File: src/rtl/glitch_free_div.sv
// Purpose : glitch-free programmable clock divider, ratio changes land on a rising edge of clk_out.
// Latency : clk_out first rises div_cur cycles after RUN entry; requests are acknowledged at the next 0->1 toggle.
// Backpressure: one outstanding ratio change; requests while busy or with H=0 are dropped with div_err.
module glitch_free_div #(
    parameter int DIV_W   = 4,
    parameter int RST_DIV = 1
) (
    input  logic             clk_in,
    input  logic             rst_clk,
    input  logic             clk_en,
    input  logic             div_req,
    input  logic [DIV_W-1:0] div_sel,
    input  logic             icg_scan_mode,
    output logic             clk_out,
    output logic [DIV_W-1:0] div_cur,
    output logic             div_busy,
    output logic             div_ack,
    output logic             div_err
);

    localparam logic [DIV_W-1:0] RST_H = DIV_W'(RST_DIV);

    typedef enum logic [1:0] {
        STOP  = 2'd0,
        RUN   = 2'd1,
        DRAIN = 2'd2
    } state_t;

    state_t           state;
    state_t           state_nxt;
    logic [DIV_W-1:0] cnt;
    logic [DIV_W-1:0] cnt_nxt;
    logic [DIV_W-1:0] pend;
    logic [DIV_W-1:0] pend_nxt;
    logic [DIV_W-1:0] cur_nxt;
    logic             clk_q;
    logic             clk_nxt;
    logic             busy_nxt;
    logic             ack_nxt;
    logic             err_nxt;
    logic             at_end;

    // Last cycle of the current half-period.
    assign at_end = (cnt == (div_cur - DIV_W'(1)));

    // State register.
    always_ff @(posedge clk_in) begin
        if (rst_clk) begin
            state <= STOP;
        end else begin
            state <= state_nxt;
        end
    end

    // Counter, output clock, ratio and handshake registers.
    always_ff @(posedge clk_in) begin
        if (rst_clk) begin
            cnt      <= '0;
            clk_q    <= 1'b0;
            div_cur  <= RST_H;
            pend     <= RST_H;
            div_busy <= 1'b0;
            div_ack  <= 1'b0;
            div_err  <= 1'b0;
        end else begin
            cnt      <= cnt_nxt;
            clk_q    <= clk_nxt;
            div_cur  <= cur_nxt;
            pend     <= pend_nxt;
            div_busy <= busy_nxt;
            div_ack  <= ack_nxt;
            div_err  <= err_nxt;
        end
    end

    // Next-state logic: request capture, half-period counting and stop/drain handling.
    always_comb begin
        state_nxt = state;
        cnt_nxt   = cnt;
        clk_nxt   = clk_q;
        cur_nxt   = div_cur;
        pend_nxt  = pend;
        busy_nxt  = div_busy;
        ack_nxt   = 1'b0;
        err_nxt   = 1'b0;

        // Capture and apply are exclusive: capture needs !busy, apply needs busy.
        if (div_req) begin
            if (!div_busy && (div_sel != '0)) begin
                pend_nxt = div_sel;
                busy_nxt = 1'b1;
            end else begin
                err_nxt = 1'b1;
            end
        end

        case (state)
            STOP: begin
                cnt_nxt = '0;
                clk_nxt = 1'b0;
                if (clk_en) begin
                    state_nxt = RUN;
                end
            end
            RUN: begin
                if (!clk_en && !clk_q) begin
                    // Low phase can be cut short safely: output is already low.
                    state_nxt = STOP;
                    cnt_nxt   = '0;
                end else if (at_end) begin
                    cnt_nxt = '0;
                    clk_nxt = !clk_q;
                    if (!clk_q) begin
                        // Rising toggle: only point where a new ratio may take effect.
                        if (div_busy) begin
                            cur_nxt  = pend;
                            ack_nxt  = 1'b1;
                            busy_nxt = 1'b0;
                        end
                    end else if (!clk_en) begin
                        state_nxt = STOP;
                    end
                end else begin
                    cnt_nxt = cnt + DIV_W'(1);
                    if (!clk_en) begin
                        state_nxt = DRAIN;
                    end
                end
            end
            DRAIN: begin
                // High phase runs to completion; only the falling toggle can occur here.
                if (at_end) begin
                    cnt_nxt   = '0;
                    clk_nxt   = 1'b0;
                    state_nxt = clk_en ? RUN : STOP;
                end else begin
                    cnt_nxt = cnt + DIV_W'(1);
                    if (clk_en) begin
                        state_nxt = RUN;
                    end
                end
            end
            default: begin
                state_nxt = STOP;
            end
        endcase
    end

    // Single output mux: scan bypass passes clk_in straight through.
    assign clk_out = icg_scan_mode ? clk_in : clk_q;

endmodule

File: config.mk
export PLATFORM = sky130hd
export DESIGN_NAME = glitch_free_div
export DESIGN_NICKNAME = d
export VERILOG_FILES = /design/src/rtl/glitch_free_div.sv
export SDC_FILE = /design/constraint.sdc
export NUM_CORES = 1
export LEC_CHECK = 0
export ABC_AREA = 1
export CAP_MARGIN = 40
export CORE_AREA = 2 2 59 61
export CTS_CLUSTER_DIAMETER = 30
export DETAILED_ROUTE_END_ITERATION = 10
export DIE_AREA = 0 0 61 63
export PLACE_DENSITY_LB_ADDON = 0.3
export SKIP_CTS_REPAIR_TIMING = 1
export SYNTH_ARGS = -nofsm -noshare
export SYNTH_HDL_FRONTEND = slang
export SYNTH_SLANG_ARGS = --single-unit
File: constraint.sdc
create_clock -name clk_in -period 1.6 [get_ports clk_in]
set_input_delay 0.24 -clock clk_in [delete_from_list [all_inputs] [get_ports clk_in]]
set_output_delay 0.24 -clock clk_in [all_outputs]
set_load 0.01 [all_outputs]
==> impl_metrics.ini <==
[critical_path]
largest_fanout_of_any_net_on_the_critical_path = 5
crit_path_start = div_cur[1]
cp_data_arrival_time_ns = 1.94
critPathLaunchType = flop
source_of_the_worst_register_to_register_timing_path = div_cur[1]
timing.critical_path.to_type = flop
critical_path_class = flop to flop
r2r_setup_slack_ns = 0.009
timing.critical_path.required_ns = 1.95

[layout]
drive_above_1_share_pct = 24.3
stdcell_count = 215
multi_input_comb_area_um2 = 613
layout.filler_cells = 333
finish.instance_area_um2 = 1370
antenna_cells_inserted = 0
fin_nets = 185
area_added_between_synthesis_and_finish_pct = 33.5
seqCellArea_um2 = 365

[global_route]
grt.busiest_layer = met2
grt.total_usage_pct = 12.4
via_count_of_the_first_global_routing_pass = 882
grt_use_met1_pct = 14.5
grt_pass1_wl_mm = 3.53
largest_net_degree_at_the_start_of_global_routing = 11
grt_overflow = 0
antenna_violations_before_repair = 0
globalRouteMet2Util_pct = 18.7
global_route.usage.met3_pct = 3.93

[floorplanning]
floorplan.die_area_um2 = 3840
core_region_area_um2 = 3230
die_width_um = 61
pin_count = 17
rows = 21
start_util_pct = 31.7
die_h_um = 63

[yosys]
synth_register_bits = 18
synth.distinct_cells = 22
postSynthAreaPerCell_um2 = 7.17
netlist_area_um2 = 1020
synthesis.yosys.warnings = 0
synth.yosys.seq_area_share_pct = 35.2
synth_cells = 143
synthesis.nets = 158

[timing]
max_clock_freq_ghz = 0.628
final_critical_path_setup_slack_ns = 0.00884
grt_setup_unrepaired = true
min_period_over_period_pct = 99.4
timing_worst_slew_pin_value_ns = 0.318
final_hold_viol_count = 0
worst_clock_skew_ns = 0.00204
finalSetupViolations = 0
slew-limit-headroom_pct = 78.8
slew_violations = 0
final.setup.tns_ns = 0
period_needed_ns = 1.59

[cts]
worst_setup_hold_path_clk_slew_ns = 0.11
clk_latency_ns = 0.40
cts_tree = done

[placed_design]
routabilityCongestion = 0.730
placed_cells = 207
detailed_place_hpwl_mm = 1.62
dpl-instance-area_um2 = 1260
buffer_ports.inserted = 16
dp_worst_setup_slack_ns = -0.0111

[routing]
vias_per_cell = 4.42
first_pass_drt_iterations = 4
first_iteration_detailed_routing_drc_count = 18
antenna_left = 0
routed-via-count = 950
detail_route.drc_violations = 0
wire_per_inst_um = 9.85
routed_wl_mm = 2.12

[flow_run]
drv_cap = 0

[power]
peak_vdd_ir_uv = 343
power.density_cell_area_nw_per_um2 = 773
leakagePower_nw = 0.611

[worst_hold_path]
hold_path_origin = div_req
timing.hold.worst.class = primary input to flop

[run_status]
status = complete, no violations
[registers in the layout, indices dropped and copies added (netlist names)]
| name | count |
|---|---|
| clk_q | 1 |
| cnt | 4 |
| div_ack | 1 |
| div_busy | 1 |
| div_cur | 4 |
| div_err | 1 |
| pend | 4 |
| state | 2 |
[area by class of cell]
class,count,area share [%]
sequential,18,26.7
multi-input combinational,102,44.8
inverter,22,6.04
clock buffer,8,4.67
tap,46,4.21
timing repair buffer,19,13.5
[cell usage in the layout, fill, tap and decap left out]
cell type	synthesis	layout
inv_2	4	4
buf_4	0	4
dfxtp_1	18	14
ha_1	6	5
clkbuf_4	0	6
o211ai_1	1	1
nand2_4	2	2
xor2_1	2	2
o21ai_1	3	3
clkbuf_8	0	1
a21oi_1	6	6
nor2_4	3	3
dlymetal6s2s_1	0	2
or2_1	1	1
inv_1	18	18
dfxtp_2	0	4
clkbuf_2	0	1
nand2_1	36	33
nand2_2	3	6
nand3_1	7	7
o21a_1	2	2
nor2_1	16	16
clkdlybuf4s50_1	0	13
o21ai_2	2	1
ha_4	0	1
a21oi_4	0	1
o21ai_0	4	4
a21oi_2	5	4
o21ai_4	0	1
nor3_1	1	1
nand3_2	2	2
[synth_stat cells]
| cell type | instances | share of area, % |
|---|---|---|
| a21oi_1 | 6 | 2.9 |
| a21oi_2 | 5 | 4.3 |
| clkbuf_1 | 1 | 0.37 |
| dfxtp_1 | 18 | 35 |
| ha_1 | 6 | 7.3 |
| inv_1 | 18 | 6.6 |
| inv_2 | 4 | 1.5 |
| nand2_1 | 36 | 13 |
| nand2_2 | 3 | 1.8 |
| nand2_4 | 2 | 2.2 |
| nand3_1 | 7 | 3.4 |
| nand3_2 | 2 | 2.0 |
| nor2_1 | 16 | 5.9 |
| nor2_4 | 3 | 3.3 |
| nor3_1 | 1 | 0.49 |
| o211ai_1 | 1 | 0.73 |
| o21a_1 | 2 | 1.5 |
| o21ai_0 | 4 | 2.0 |
| o21ai_1 | 3 | 1.5 |
| o21ai_2 | 2 | 1.7 |
| or2_1 | 1 | 0.61 |
| xor2_1 | 2 | 1.7 |
[cell families (layout without fill, tap and decap cells)]
group                      count (synthesis)  in the layout  synth area share [%]
xor gates and xnor gates                   2              2                  1.71
AOI/OAI and AO/OA                         23             23                  14.5
and+or+nand+nor                           71             71                  32.8
buffers and inverters                     23             49                  8.42
DFF                                       18             18                  35.2
adders and majority gates                  6              6                  7.33
[metal layers]
metal / wire length (µm) / up-vias
li1: - / 500
met4: 53 / 0
met5: 0 / -
met2: 1020 / 14
met3: 98 / 7
met1: 943 / 429
[power breakdown]
group / internal, W / switching [W] / leakage, nW
Sequential: 0.000470 / 0.0000131 / 0.148
Clock: 0.000235 / 0.000189 / 0.0428
Combinational: 0.0000671 / 0.0000831 / 0.420
[worst paths after layout]
path,to,cells past startpoint
worst max-delay path,cnt[1],10
worst min-delay path,div_err,3
worst max register to register,cnt[1],10
worst min register to register,div_cur[0],2
[stage by stage]
step	hold WS (ns)	utilization [%]	total power, W
final	0.409	42.3	0.00106
after global routing	0.406	42.3	0.00113
after CTS	0.400	40.8	0.00108
after global placement	0.445	39.0	0.000680
after detailed placement	0.451	39.0	0.000683
after floorplan	0.365	-	0.000602
[critical path, stage by stage, from the launching register on]
cell     delay [ns]
dfxtp_2        0.35
inv_2          0.05
ha_4           0.23
or2_1          0.23
nand3_2        0.08
nor2_4         0.05
nand2_4        0.11
o21ai_4        0.08
nor2_4         0.17
nand2_1        0.08
a21oi_2        0.11
Note: power is estimated with default switching activity, not from simulation.
